$ cat src/rtl/exu_adder_pkg.sv
// Shared types for the EXU adder datapath and the units that arbitrate access to it.
package exu_adder_pkg;

  localparam int ADDER_OP_W = 3;

  typedef enum logic [ADDER_OP_W-1:0] {
    OP_ADD   = 3'd0,
    OP_SUB   = 3'd1,
    OP_SLT   = 3'd2,
    OP_SLTU  = 3'd3,
    OP_AUIPC = 3'd4
  } adder_op_e;

endpackage

$ cat src/rtl/exu_rr_arbiter.sv
// Round-robin arbiter: one-hot grant searched from last_ptr+1; pointer moves only on an accepted grant.
module exu_rr_arbiter #(
  parameter int N = 3,
  localparam int IDX_W = (N > 1) ? $clog2(N) : 1
) (
  input  logic             clk,
  input  logic             rst,
  input  logic [N-1:0]     req_i,
  input  logic             advance_i,
  output logic [N-1:0]     grant_o,
  output logic [IDX_W-1:0] grant_idx_o
);

  logic [IDX_W-1:0] last_ptr_q;
  logic             found;
  int               idx;

  // NOTE: every signal written here gets a default first, so no path leaves it unassigned and no latch is inferred.
  always_comb begin
    grant_o     = '0;
    grant_idx_o = '0;
    found       = 1'b0;
    idx         = 0;
    for (int i = 0; i < N; i++) begin
      idx = (int'(last_ptr_q) + 1 + i) % N;
      if (!found && req_i[idx]) begin
        grant_o[idx] = 1'b1;
        grant_idx_o  = IDX_W'(idx);
        found        = 1'b1;
      end
    end
  end

  // NOTE: state registers use non-blocking assignment so every flop samples pre-edge values.
  always_ff @(posedge clk or posedge rst) begin
    if (rst) begin
      last_ptr_q <= IDX_W'(N - 1);
    end else if (advance_i && found) begin
      last_ptr_q <= grant_idx_o;
    end
  end

endmodule

$ cat src/rtl/exu_adder_arbiter.sv
// Shares one EXU adder between NUM_REQ requesters; the granted result is registered into a one-entry tagged response slot.
module exu_adder_arbiter
  import exu_adder_pkg::*;
#(
  parameter int NUM_REQ = 3,
  parameter int TAG_W   = 4,
  localparam int IDX_W  = (NUM_REQ > 1) ? $clog2(NUM_REQ) : 1
) (
  input  logic                                  clk,
  input  logic                                  rst,
  input  logic                                  flush_i,
  input  logic [NUM_REQ-1:0]                    req_valid_i,
  output logic [NUM_REQ-1:0]                    req_ready_o,
  input  logic [NUM_REQ-1:0][ADDER_OP_W-1:0]    req_op_i,
  input  logic [NUM_REQ-1:0][31:0]              req_op1_i,
  input  logic [NUM_REQ-1:0][31:0]              req_op2_i,
  input  logic [NUM_REQ-1:0][TAG_W-1:0]         req_tag_i,
  output logic [31:0]                           adder_op1_o,
  output logic [31:0]                           adder_op2_o,
  output logic                                  adder_add_o,
  output logic                                  adder_sub_o,
  output logic                                  adder_slt_o,
  output logic                                  adder_sltu_o,
  output logic                                  adder_auipc_o,
  input  logic [31:0]                           add_result_i,
  input  logic [31:0]                           sub_result_i,
  input  logic [31:0]                           slt_result_i,
  input  logic [31:0]                           sltu_result_i,
  input  logic [31:0]                           auipc_result_i,
  output logic                                  rsp_valid_o,
  input  logic                                  rsp_ready_i,
  output logic [NUM_REQ-1:0]                    rsp_src_o,
  output logic [TAG_W-1:0]                      rsp_tag_o,
  output logic [31:0]                           rsp_data_o
);

  logic                  slot_free, can_grant, accept;
  logic [NUM_REQ-1:0]    grant;
  logic [IDX_W-1:0]      win_idx;
  logic [ADDER_OP_W-1:0] win_op;
  logic [31:0]           result;

  logic                  rsp_valid_q, rsp_valid_d;
  logic [NUM_REQ-1:0]    rsp_src_q, rsp_src_d;
  logic [TAG_W-1:0]      rsp_tag_q, rsp_tag_d;
  logic [31:0]           rsp_data_q, rsp_data_d;

  // Slot drains and refills in the same cycle; flush blocks any grant.
  assign slot_free   = ~rsp_valid_q | rsp_ready_i;
  assign can_grant   = slot_free & ~flush_i;
  assign accept      = can_grant & (|grant);
  assign req_ready_o = can_grant ? grant : '0;
  assign win_op      = req_op_i[win_idx];

  exu_rr_arbiter #(.N(NUM_REQ)) u_arb (
    .clk         (clk),
    .rst         (rst),
    .req_i       (req_valid_i),
    .advance_i   (can_grant),
    .grant_o     (grant),
    .grant_idx_o (win_idx)
  );

  // Adder stays quiescent unless a request is actually accepted; illegal codes raise no flag and yield 0.
  always_comb begin
    adder_op1_o   = '0;
    adder_op2_o   = '0;
    adder_add_o   = 1'b0;
    adder_sub_o   = 1'b0;
    adder_slt_o   = 1'b0;
    adder_sltu_o  = 1'b0;
    adder_auipc_o = 1'b0;
    result        = '0;
    if (accept) begin
      adder_op1_o = req_op1_i[win_idx];
      adder_op2_o = req_op2_i[win_idx];
      case (win_op)
        OP_ADD:   begin adder_add_o   = 1'b1; result = add_result_i;   end
        OP_SUB:   begin adder_sub_o   = 1'b1; result = sub_result_i;   end
        OP_SLT:   begin adder_slt_o   = 1'b1; result = slt_result_i;   end
        OP_SLTU:  begin adder_sltu_o  = 1'b1; result = sltu_result_i;  end
        OP_AUIPC: begin adder_auipc_o = 1'b1; result = auipc_result_i; end
        default:  ;
      endcase
    end
  end

  always_comb begin
    rsp_valid_d = rsp_valid_q;
    rsp_src_d   = rsp_src_q;
    rsp_tag_d   = rsp_tag_q;
    rsp_data_d  = rsp_data_q;
    if (accept) begin
      rsp_valid_d = 1'b1;
      rsp_src_d   = grant;
      rsp_tag_d   = req_tag_i[win_idx];
      rsp_data_d  = result;
    end else if (rsp_ready_i || flush_i) begin
      rsp_valid_d = 1'b0;
    end
  end

  always_ff @(posedge clk or posedge rst) begin
    if (rst) begin
      rsp_valid_q <= 1'b0;
      rsp_src_q   <= '0;
      rsp_tag_q   <= '0;
      rsp_data_q  <= '0;
    end else begin
      rsp_valid_q <= rsp_valid_d;
      rsp_src_q   <= rsp_src_d;
      rsp_tag_q   <= rsp_tag_d;
      rsp_data_q  <= rsp_data_d;
    end
  end

  assign rsp_valid_o = rsp_valid_q;
  assign rsp_src_o   = rsp_src_q;
  assign rsp_tag_o   = rsp_tag_q;
  assign rsp_data_o  = rsp_data_q;

endmodule

$ cat config.mk
export PLATFORM = sky130hd
export DESIGN_NAME = exu_adder_arbiter
export DESIGN_NICKNAME = d
export VERILOG_FILES = /design/src/rtl/exu_adder_pkg.sv /design/src/rtl/exu_rr_arbiter.sv /design/src/rtl/exu_adder_arbiter.sv
export SDC_FILE = /design/constraint.sdc
export NUM_CORES = 1
export LEC_CHECK = 0
export ABC_AREA = 1
export BUFFER_PORTS_ARGS = -buffer_cell sky130_fd_sc_hd__buf_2
export CELL_PAD_IN_SITES_DETAIL_PLACEMENT = 1
export CELL_PAD_IN_SITES_GLOBAL_PLACEMENT = 1
export CORE_AREA = 2 2 193 195
export DETAILED_ROUTE_END_ITERATION = 16
export DIE_AREA = 0 0 195 197
export PLACE_DENSITY = 0.59
export SETUP_SLACK_MARGIN = 0.15
export SLEW_MARGIN = 25
export SYNTH_ARGS = -nofsm -noshare
export SYNTH_HDL_FRONTEND = slang
export SYNTH_SLANG_ARGS = --single-unit
export TNS_END_PERCENT = 30
$ cat constraint.sdc
create_clock -name clk -period 5.8 [get_ports clk]
set_input_delay 1.74 -clock clk [delete_from_list [all_inputs] [get_ports clk]]
set_output_delay 1.74 -clock clk [all_outputs]
set_load 0.01 [all_outputs]
==> metrics <==
outcome=finished clean; Commonest cells post-synth=164 x nand2_1, 147 x nand3_1, 146 x nor2_1; CP Class=in2out; Hold Path Class=reg2reg; Initial Util=13.91%; post-synthesis cell type count=26; P_leak=0.004547 uW; Post-DRT Antenna Nets=0; drt drc=0; Ys Warns=0; proportion of synthesized area in mux cells=0%; Pre-antenna DRT Iters=4; Seq pwr share=6.7%; Post-synth EDFFs=0; CTS Sinks=42; fin worst setup slack=0.2466 ns; post-layout instance area=8247 um2; clock root buffer=clkbuf_16; postcts setup bufs=0; CTS buffer count=5; total gr overflow=0; largest net degree at the start of global routing=71; synth top area cells=dfrtp_1 20%, nand3_1 15%, nand2_1 12%, nor2_1 11%, o21ai_0 9.2%; Clk Latency, worst-skew pair=0.29 ns; post-synth top area cell=dfrtp_1; Synth Instances=901; initial antenna violation count=8; FF+latch count, synth=42; Primary FF master, synth=dfrtp_1; routed vias=8120; dpl hpwl=26800 um; Synth Area in Adders=0.9921%; startpoint types=input pin; Final Critical Period=5.553 ns; nets@finish=1732; Psw=4861 uW; top-area cell type share of the netlist area=20.34%; Clock Path Buffers=2; WL final=33350 um; hold buffers post-CTS=0; die height=197 um; layout cells sized above 1=41.10%; fin. max-slew vios=0; Layout area overhead=63.47%; syn_nets=1285; Final Setup Violations=0; Final Hold Fails=0; post-synthesis sequential area ratio=20.86%; largest family of logic cells by synthesized area=simple AND/OR/NAND/NOR gates; Clock Power Share=3.8%; final RePlAce weighted congestion=0.8879; Synth Area in XOR/XNOR=0%; Pint=2707 uW; combinational power share=89.5%; Core Rows=70; die extent in x=195 um; core footprint=36260 um2; Switching Fraction=64.23%; RSZ-0062 raised after global routing=true; die area=38420 um2; compound-cell area share of the yosys netlist=22.00%; FMAX=0.1801 GHz; I/O Pins=492; register area=1052 um2; Post-Synth Simple-Gate Area=44.94%; footprint of the multi-input gates=3472 um2; port bufs=491; clock-pin slew on the worst setup and hold paths=0.07 ns; DR iter-0 viols=247; CP Max Fanout=51; Tot GR Track Use=16.29%; total power=7568 uW; Post-Syn Area per Cell=5.599 um2; asr flop ratio synth=100.0%; FILL cells=4806; MaxCap Viol Count=0; vias in the first global route=8341; Slew headroom=47.35%; most common cell in the synthesized netlist=nand2_1; Max H-tree Level=2; first-pass GRT wire length=48620 um; CP arrival=3.81 ns; Cell Area, Placed=8009 um2; Peak VDD IR=0.4705 mV; vias per cell=4.462; Critical Path End Type=output pin; Worst Max-Slew Pin Slew=0.7898 ns; final core occ=22.74%; Worst EP required=4.06 ns; setup TNS=0 ns; DP Worst Slack=0.01721 ns; routed len/inst=18.32 um; PD cells=917.7 nW/um2; Max Clock Skew=0.005222 ns; post-route clock period utilization=95.75%; Syn Std Cell Area=5045 um2; TritonCTS clock tree=done
-- timing repair --
| action | CTS | global route |
|---|---|---|
| endpoints found under the setup margin | 4 | 37 |
| resized for setup | 2 | 11 |
| gates cloned | 0 | 1 |
-- power by group through the flow --
stage          combinational [uW]  sequential, uW  clock, uW
3_3_place_gp                 6700             507          0
5_1_grt                      7580             525        306
2_1_floorplan                4230             556          0
4_1_cts                      6790             511        298
6_report                     6770             509        284
3_5_place_dp                 6770             510          0
-- flip-flops by register name (all words and copies together) (netlist names) --
| register | flops |
|---|---|
| rsp_valid_o | 1 |
| u_arb.last_ptr_q | 2 |
| rsp_data_o | 32 |
| rsp_tag_o | 4 |
| rsp_src_o | 3 |
-- metal layers --
| layer | vias to the layer above | global-route usage, % | share of wire, % |
|---|---|---|---|
| met1 | 3802 | 18.10 | 38 |
| met4 | 4 | 5.994 | 3.1 |
| met3 | 45 | 3.457 | 6.9 |
| li1 | 3916 | - | - |
| met2 | 353 | 30.41 | 51 |
| met5 | - | 0 | 0.10 |
-- worst paths after layout --
check,startpoint,end,slack (ns),cells after the start
min in group asynchronous,rst,rsp_data_o[9],1.57,2
min reg2reg,rsp_src_o[0],rsp_src_o[0],0.47,2
max in group asynchronous,rst,rsp_data_o[8],3.74,2
max reg2reg,u_arb.last_ptr_q[0],rsp_data_o[12],1.39,21
min,rsp_src_o[0],rsp_src_o[0],0.47,2
max,req_valid_i[1],adder_add_o,0.25,14
-- worst max-delay path, cell delays in order --
cell and delay [ns]:
buf_2 0.11, nand2_1 0.09, nand3_2 0.10, nand2_4 0.11, nand2_1 0.09, inv_2 0.07, nand3_1 0.15, nand2_4 0.16
buf_16 0.23, nand2_1 0.08, nand3_1 0.10, nand2_2 0.16, nor4_2 0.38, buf_2 0.20
-- stage by stage --
| step | hold slack [ns] | std cells |
|---|---|---|
| floorplan | 0.4853 | 901 |
| global route | 0.5018 | 1820 |
| finish | 0.4685 | 1820 |
| global placement | 0.4528 | 1808 |
| detailed placement | 0.4561 | 1808 |
| CTS | 0.4724 | 1815 |
-- layout by cell type (no fill, tap or decap), types with 4 or more instances in the layout --
cell | Yosys | layout
inv_1 | 47 | 46
a21oi_1 | 73 | 71
buf_2 | 32 | 491
inv_2 | 10 | 8
o21ai_1 | 35 | 36
nor2_1 | 146 | 146
o21ai_0 | 93 | 92
nand2_1 | 164 | 164
buf_4 | 6 | 15
buf_12 | 0 | 5
nand2_4 | 2 | 4
o21bai_1 | 13 | 13
ha_1 | 4 | 4
nand4_1 | 32 | 32
dfrtp_1 | 41 | 41
diode_2 | 0 | 4
nand3_1 | 147 | 147
clkbuf_16 | 0 | 6
nand2_2 | 6 | 4
nand3_2 | 5 | 5
-- kinds of logic (layout without fill, tap and decap cells) --
logic type / Yosys count / after routing
AND/OR/NAND/NOR: 508 / 508
AO/OA/AOI/OAI: 215 / 215
buffers and inverters: 132 / 579
flip-flops: 42 / 42
other: 0 / 4
adder cells (fa/ha/maj): 4 / 4
-- final cells by class --
class                      instances  share of cell area (%)
inverter                          57                   2.701
timing repair buffer             515                   33.52
clock inverter                     2                  0.1821
multi-input combinational        727                   42.10
tap                              468                   7.101
antenna                            4                  0.1214
sequential                        42                   12.76
clock buffer                       5                   1.517
Note: power is estimated with default switching activity, not from simulation.
